File: src/rtl/div_iter.sv
// div_iter: iterative restoring divider, one quotient bit per clock.
// A start captures the operands, WIDTH RUN cycles follow, then a single
// DONE cycle presents the quotient on oData and the remainder on oRem.
// Build option: define DIV_SIGNED_EN to enable signed division via iSigned;
// without it iSigned is ignored and no sign logic is built.
module div_iter #(
    parameter int WIDTH = 32
) (
    input  logic             iClk,
    input  logic             iRst,
    input  logic             iStart,
    input  logic             iSigned,
    input  logic [WIDTH-1:0] iDataA,
    input  logic [WIDTH-1:0] iDataB,
    output logic [WIDTH-1:0] oData,
    output logic [WIDTH-1:0] oRem,
    output logic             oBusy,
    output logic             oDone
);

    typedef enum logic [1:0] {
        S_IDLE = 2'd0,
        S_RUN  = 2'd1,
        S_DONE = 2'd2
    } state_t;

    localparam logic [5:0]     LAST_ITER = 6'(WIDTH - 1);
    localparam logic [WIDTH:0] ONE_W1    = (WIDTH + 1)'(1);

    state_t           state_q, state_d;
    logic [WIDTH-1:0] r_q, r_d;        // partial remainder
    logic [WIDTH-1:0] quo_q, quo_d;    // dividend shifts out, quotient shifts in
    logic [WIDTH-1:0] div_q, div_d;    // divisor magnitude
    logic [5:0]       cnt_q, cnt_d;
    logic [WIDTH-1:0] data_q, data_d;
    logic [WIDTH-1:0] rem_q, rem_d;

    logic [WIDTH:0]   shifted;
    logic [WIDTH:0]   diff;
    logic             diff_neg;
    logic [WIDTH-1:0] r_iter;
    logic [WIDTH-1:0] quo_iter;
    logic [WIDTH-1:0] mag_a;
    logic [WIDTH-1:0] mag_b;
    logic [WIDTH-1:0] fin_quo;
    logic [WIDTH-1:0] fin_rem;

`ifdef DIV_SIGNED_EN
    logic neg_quo_q, neg_quo_d;        // negate quotient at completion
    logic neg_rem_q, neg_rem_d;        // negate remainder at completion
    logic sign_a;
    logic sign_b;
`else
    logic unused_signed;
    assign unused_signed = iSigned;
`endif

    // Trial subtraction through the add path: {R, Q msb} + ~D + 1. A set
    // bit WIDTH means the shifted remainder was smaller than the divisor.
    assign shifted  = {r_q, quo_q[WIDTH-1]};
    assign diff     = shifted + {1'b1, ~div_q} + ONE_W1;
    assign diff_neg = diff[WIDTH];
    assign r_iter   = diff_neg ? shifted[WIDTH-1:0] : diff[WIDTH-1:0];
    assign quo_iter = {quo_q[WIDTH-2:0], ~diff_neg};

    // Operand magnitudes and result sign correction.
`ifdef DIV_SIGNED_EN
    assign sign_a  = iSigned & iDataA[WIDTH-1];
    assign sign_b  = iSigned & iDataB[WIDTH-1];
    assign mag_a   = sign_a ? -iDataA : iDataA;
    assign mag_b   = sign_b ? -iDataB : iDataB;
    assign fin_quo = neg_quo_q ? -quo_iter : quo_iter;
    assign fin_rem = neg_rem_q ? -r_iter : r_iter;
`else
    assign mag_a   = iDataA;
    assign mag_b   = iDataB;
    assign fin_quo = quo_iter;
    assign fin_rem = r_iter;
`endif

    // Next-state and datapath update for capture, iteration and completion.
    always_comb begin
        // NOTE: every signal driven here gets a default first, so no path can leave it unassigned and infer a latch.
        state_d = state_q;
        r_d     = r_q;
        quo_d   = quo_q;
        div_d   = div_q;
        cnt_d   = cnt_q;
        data_d  = data_q;
        rem_d   = rem_q;
`ifdef DIV_SIGNED_EN
        neg_quo_d = neg_quo_q;
        neg_rem_d = neg_rem_q;
`endif
        case (state_q)
            S_IDLE, S_DONE: begin
                if (iStart) begin
                    state_d = S_RUN;
                    r_d     = '0;
                    quo_d   = mag_a;
                    div_d   = mag_b;
                    cnt_d   = '0;
`ifdef DIV_SIGNED_EN
                    // A zero divisor must still give -1, so never negate it.
                    neg_quo_d = (sign_a ^ sign_b) & (|iDataB);
                    neg_rem_d = sign_a;
`endif
                end else begin
                    state_d = S_IDLE;
                end
            end
            S_RUN: begin
                r_d   = r_iter;
                quo_d = quo_iter;
                cnt_d = cnt_q + 6'd1;
                if (cnt_q == LAST_ITER) begin
                    state_d = S_DONE;
                    data_d  = fin_quo;
                    rem_d   = fin_rem;
                end
            end
            default: state_d = S_IDLE;
        endcase
    end

    // State and datapath registers with synchronous reset.
    always_ff @(posedge iClk) begin
        // NOTE: sequential state uses non-blocking assignments so every register samples pre-edge values.
        if (iRst) begin
            state_q <= S_IDLE;
            r_q     <= '0;
            quo_q   <= '0;
            div_q   <= '0;
            cnt_q   <= '0;
            data_q  <= '0;
            rem_q   <= '0;
`ifdef DIV_SIGNED_EN
            neg_quo_q <= 1'b0;
            neg_rem_q <= 1'b0;
`endif
        end else begin
            state_q <= state_d;
            r_q     <= r_d;
            quo_q   <= quo_d;
            div_q   <= div_d;
            cnt_q   <= cnt_d;
            data_q  <= data_d;
            rem_q   <= rem_d;
`ifdef DIV_SIGNED_EN
            neg_quo_q <= neg_quo_d;
            neg_rem_q <= neg_rem_d;
`endif
        end
    end

    assign oData = data_q;
    assign oRem  = rem_q;
    assign oBusy = (state_q == S_RUN);
    assign oDone = (state_q == S_DONE);

endmodule

File: config.mk
export PLATFORM = sky130hd
export DESIGN_NAME = div_iter
export DESIGN_NICKNAME = d
export VERILOG_FILES = /design/src/rtl/div_iter.sv
export SDC_FILE = /design/constraint.sdc
export NUM_CORES = 1
export LEC_CHECK = 0
export BUFFER_PORTS_ARGS = -buffer_cell sky130_fd_sc_hd__buf_2
export CAP_MARGIN = 20
export CELL_PAD_IN_SITES_DETAIL_PLACEMENT = 1
export CELL_PAD_IN_SITES_GLOBAL_PLACEMENT = 1
export CORE_MARGIN = 4
export CORE_UTILIZATION = 45
export CTS_BUF_LIST = sky130_fd_sc_hd__clkbuf_4 sky130_fd_sc_hd__clkbuf_8 sky130_fd_sc_hd__clkbuf_16
export DETAILED_ROUTE_END_ITERATION = 8
export GPL_TIMING_DRIVEN = 0
export HOLD_SLACK_MARGIN = 0.1
export PLACE_DENSITY_LB_ADDON = 0.1
export SLEW_MARGIN = 10
export SYNTH_ARGS = -nofsm -noshare
export SYNTH_HDL_FRONTEND = slang
export SYNTH_SLANG_ARGS = --single-unit
File: constraint.sdc
create_clock -name iClk -period 7.4 [get_ports iClk]
set_input_delay 0.37 -clock iClk [delete_from_list [all_inputs] [get_ports iClk]]
set_output_delay 0.37 -clock iClk [all_outputs]
set_load 0.01 [all_outputs]
# Word-level counts from Yosys, hierarchy flattened
# Cells that the tools add are included.
[classes]
shifts = 0
bitwise_logic = 2
order_cmp = 0
n_mux = 10
div_mod_pow = 0
eq_ne = 5
reduce_logical = 6
mul = 0
addsub = 3
[op_table]
columns = ["op", "count"]
rows = [
  ["32-bit one-hot mux with 2 select lines", 2],
  ["32-bit 2-to-1 mux", 3],
  ["33-bit by 1-bit adder with 33-bit output (second input constant)", 1],
  ["33-bit adder", 1],
  ["32-bit NOT", 1],
  ["6-bit one-hot mux with 2 select lines", 1],
  ["6-bit by 1-bit adder with 6-bit output (second input constant)", 1],
  ["6-bit by 5-bit == test with 1-bit output (second input constant)", 1],
  ["6-bit 2-to-1 mux", 1],
  ["2-bit AND reduction", 3],
  ["2-bit one-hot mux with 2 select lines", 1],
  ["2-bit by 1-bit == test with 1-bit output (second input constant)", 1],
  ["2-bit == test (second input constant)", 1],
  ["2-bit logical NOT", 1],
  ["2-bit 2-to-1 mux", 1],
  ["2-bit by 1-bit inequality test with 1-bit output (second input constant)", 1],
  ["2-bit inequality test (second input constant)", 1],
  ["2-bit nonzero test", 1],
  ["2-bit OR reduction", 1],
  ["1-bit 2-to-1 mux", 1],
  ["1-bit NOT", 1],
]
[word_totals]
word_cells = 33
mem_count = 0
latch_bits = 0
out_inout_bits = 66
regBits = 168
inputBits = 68
romBits = 0
mem_bits_rw = 0

# Logic depth before layout (Yosys ltp)
[logic_depth]
word_depth = 5
mapped_depth = 15
ltp_nobuf = 13

# Least setup slack after synthesis
# Ideal clock, no wire load.
[synth_path]
kind = "register to register"
startpoint = "register quo_q[31]"
endpoint = "register rem_q[10], in the netlist oRem[10]"
path_stages_with_launch = 16
slack_ns = 4.378
arrival_ns = 2.884
setup_time_ns = 0.139
required_time_ns = 7.261
path_buffers = 2
cell_sequence = "dfxtp_1 inv_1 ha_1 inv_1 fa_1 a211oi_2 o211ai_2 a31oi_2 o21ai_2 a31o_2 a41oi_2 xnor2_2 buf_6 buf_8 mux2i_1 a211oi_1"
[synth_between]
elab_chain_len = 3
[synth_rtl]
columns = ["item", "line", "rtl"]
rows = [
  ["start, declared", "32", "logic [WIDTH-1:0] quo_q, quo_d;"],
  ["start signal, assigned", "144", "quo_q <= quo_d;"],
  ["33-bit adder", "61", "assign diff = shifted + {1'b1, ~div_q} + ONE_W1;"],
  ["33-bit by 1-bit adder with 33-bit output", "61", ""],
  ["32-bit 2-to-1 mux", "63", "assign r_iter = diff_neg ? shifted[WIDTH-1:0] : diff[WIDTH-1:0];"],
  ["end signal, assigned", "148", "rem_q <= rem_d;"],
  ["end, declared", "36", "logic [WIDTH-1:0] rem_q, rem_d;"],
]
# Every way passes these cells.
# A chain may end at the register's enable or synchronous reset.

# Worst setup path in the final report
[layout_path]
startpoint = "register quo_q[31]"
endpoint = "register r_q[27]"
[layout_between]
elab_chain_len = 4
[layout_rtl]
columns = ["item", "line", "rtl"]
rows = [
  ["33-bit adder", "61", ""],
  ["33-bit by 1-bit adder with 33-bit output", "61", ""],
  ["32-bit 2-to-1 mux", "63", ""],
  ["32-bit one-hot mux with 2 select lines", "95", "case (state_q)"],
  ["end signal, assigned", "143", "r_q <= r_d;"],
  ["end, declared", "31", "logic [WIDTH-1:0] r_q, r_d;"],
]
# Every way passes these cells.

==> impl_metrics.tcl <==
set metrics [dict create \
    status "completed" \
    cts_hold_buf 0 \
    r2r_slack_ns 3.85 \
    startpoint_type "flop" \
    grt_max_degree 19 \
    min_period_ns 3.55 \
    synth-seq-cells 168 \
    clk_path_buf_depth 2 \
    cts_buffers 17 \
    layout_common_cells "nand2_1, dfxtp_1, a21oi_1" \
    synth.mux.area_fraction_pct 4.15 \
    drc 0 \
    drt.antenna.violating_nets 0 \
    die_y_um 142 \
    synthArstFlopShare_pct 0 \
    synth_simple_gate_area_share_pct 17.0 \
    ctsHtreeMaxLevel 4 \
    slowest_delay_ns 0.42 \
    fin_crit_sh_pct 47.9 \
    path_depth 15 \
    grtUsageTotal_pct 24.0 \
    synth_top_area_cell "dfxtp_1" \
    stdcell_count 1388 \
    skew_ns 0.0135 \
    start_util_pct 46.1 \
    num_rows 48 \
    synth_area_mm2 0.00803 \
    reg2reg_depth 15 \
    hold_viol 0 \
    path_class "reg -> reg" \
    place_ws_ns 3.86 \
    avgViaCountPerCell 5.49 \
    cp.required_ns 7.70 \
    die_w_um 142 \
    yosysWarnings 0 \
    crit_family "compound AO/OA/AOI/OAI gates" \
    cp_slowest_cell "fa_1" \
    synthFlopType "dfxtp_1" \
    fp.coreArea_mm2 0.0174 \
    ios 134 \
    setup_slack_ns 3.85 \
    clk_pin_slew_worst_paths_ns 0.07 \
    cts_tree "built" \
    dpl.cell_count 1354 \
    cts_setup_buffers 0 \
    synth-compound-area-share_pct 23.3 \
    syn_to_final_growth_pct 19.1 \
    cp_max_fo 10 \
    rsz0062_at_grt "false" \
    synth_cell_types 65 \
    hold_ws_ns 0.165 \
    final-setup-viol-count 0 \
    timing.fmax_mhz 282 \
    wl_um 24200 \
    final_common_cell "nand2_1" \
    cp.arrival_ns 3.84 \
    root_buffer "clkbuf_16" \
    synthCells 997 \
    grt-ovfl-total 0 \
    grt_pass1_wl_um 39100 \
    ctsResizeCount 0 \
    syn-num-nets 1099 \
    hold_path.class "in -> reg" \
    crit_path_end_kind "flop" \
    endpoint "r_q[27]" \
    drv_cap 0 \
    grt_pass1_vias 7713 \
    routedWlPerCell_um 17.4 \
    drt_iter0_markers 419 \
    crit_path_frequent_cell "inv_1" \
    slew_viol_final 0 \
    path_buf_inv 4 \
    synth_top_family_by_area "compound AO/OA/AOI/OAI gates" \
    antenna_found_initial 1 \
    path_cells "inv_1 > ha_1 > inv_1 > fa_1 > a211oi_2 > o211ai_2 > a31oi_2 > o21ai_2 > a31o_2 > a41oi_2 > xnor2_2 > buf_6 > buf_8 > mux2i_1 > o21ai_1" \
    tightestPinTransition_ns 0.701 \
    syn_area_per_cell_um2 8.05 \
    num_vias 7622 \
    ys_top_cells_by_area "dfxtp_1, nand2_1, a21oi_1" \
    synth_edf_count 0 \
    numPortBuffers 132 \
    slew_headroom_pct 53.3 \
    dieArea_mm2 0.0200 \
    r2r_start "quo_q[31]" \
    place.gp.congestion 0.871 \
    synth.top_cell.area_share_pct 41.9 \
    crit_path_start "quo_q[31]" \
    dp_hpwl_um 17600 \
    finalSetupTns_ns 0 \
    post_synth_fa_ha_maj_area_fraction_pct 5.39 \
    ir_worst_vdd_mv 0.315 \
    yosys.area_share.xor_xnor_pct 3.15 \
    drt-pass1-iter-count 5 \
    powerDensity_mw_per_mm2 493 \
    fin_nets 1250 \
    clock_sinks 168 \
    drive_gt1_share_pct 16.3 \
    n_fill_cell 2230 \
    r2r_end "r_q[27]" \
    p_leak_nw 3.82 \
    clock_latency_ns 0.44 \
    synth_seq_area_share_pct 41.9 \
]
-- worst register-to-register path, stage by stage, from the launching register on --
cell and delay [ns]:
dfxtp_1 0.33, inv_1 0.08, ha_1 0.19, inv_1 0.06, fa_1 0.42, a211oi_2 0.26
o211ai_2 0.14, a31oi_2 0.25, o21ai_2 0.13, a31o_2 0.30, a41oi_2 0.24, xnor2_2 0.15
buf_6 0.22, buf_8 0.18, mux2i_1 0.32, o21ai_1 0.13
-- cells by family (layout without fill, tap and decap cells) --
kind of cell / after synthesis / in the layout
DFF: 168 / 168
buffers and inverters: 100 / 264
other: 0 / 2
xor gates and xnor gates: 28 / 28
and+or+nand+nor: 330 / 330
AOI/OAI and AO/OA: 304 / 304
adders and majority gates: 34 / 34
muxes: 33 / 33
-- per-layer routing --
metal / share of wire (%) / GRT usage [%] / vias to the layer above
met1: 46 / 32.1 / 3656
met4: 1.6 / 7.12 / 0
met2: 48 / 39.9 / 160
met3: 4.1 / 4.18 / 30
li1: - / - / 3776
met5: 0 / 0 / -
-- state kept, by name, summed over array words and instances, names as in the netlist --
name     cells
div_q       32
oData       32
oRem        32
quo_q       32
r_q         32
cnt_q        6
state_q      2
-- cell type report --
| cell class | instances | area (µm²) | share of cell area (%) |
|---|---|---|---|
| Clock buffer | 17 | 425 | 4.45 |
| Antenna cell | 2 | 5.00 | 0.0524 |
| Buffer | 62 | 270 | 2.83 |
| Timing Repair Buffer | 132 | 661 | 6.91 |
| Tap cell | 225 | 282 | 2.95 |
| Multi-Input combinational cell | 729 | 4250 | 44.5 |
| Inverter | 38 | 143 | 1.49 |
| Clock inverter | 15 | 158 | 1.65 |
| Sequential cell | 168 | 3360 | 35.2 |
-- power breakdown --
group	leakage (nW)	total, W	switching (W)	internal [W]
Clock	0.275	0.000874	0.000425	0.000450
Combinational	2.18	0.00278	0.00161	0.00117
Sequential	1.36	0.00106	0.0000699	0.000994
-- Yosys cell counts (2+ instances only) --
cell type  instances
xnor2_1           13
nand3_1            6
dfxtp_1          168
o211ai_2           2
a21o_1             8
a211oi_1          33
o211ai_1           6
mux2i_1           31
nor3_1             5
ha_1              33
xor2_1            14
nand4_1            9
clkbuf_1          54
o21ai_1           35
nor2b_1            4
nor2_1            56
a211oi_2           2
a21oi_1          137
or2_2              3
o21a_1             6
nor4_1             4
o31ai_1            3
or3_1              3
a31oi_1            2
nor3b_1            2
nand2b_1           6
buf_2              2
o21ai_0           18
buf_8              2
nand2_1          225
inv_1             38
a22oi_1           34
-- stage by stage --
step / cell area, µm² / total power, W / utilization, %
final: 9560 / 0.00472 / 54.9
after global routing: 9550 / 0.00504 / 54.8
after CTS: 9550 / 0.00473 / 54.8
after detailed placement: 8970 / 0.00381 / 51.5
after global placement: 8970 / 0.00376 / 51.5
after floorplan: 8030 / 0.00322 / -
-- worst min path at each step --
| stage | startpoint | end | slack, ns | depth (start not counted) |
|---|---|---|---|---|
| final | iDataB[5] | div_q[5] | 0.16 | 3 |
| after global routing | iDataB[14] | div_q[14] | 0.17 | 3 |
| after CTS | iDataB[24] | div_q[24] | 0.15 | 3 |
| after detailed placement | oData[14] | oData[14] | 0.45 | 2 |
| after global placement | oData[20] | oData[20] | 0.44 | 2 |
| after floorplan | div_q[10] | div_q[10] | 0.44 | 2 |
Power figures use the tool's default switching activity.
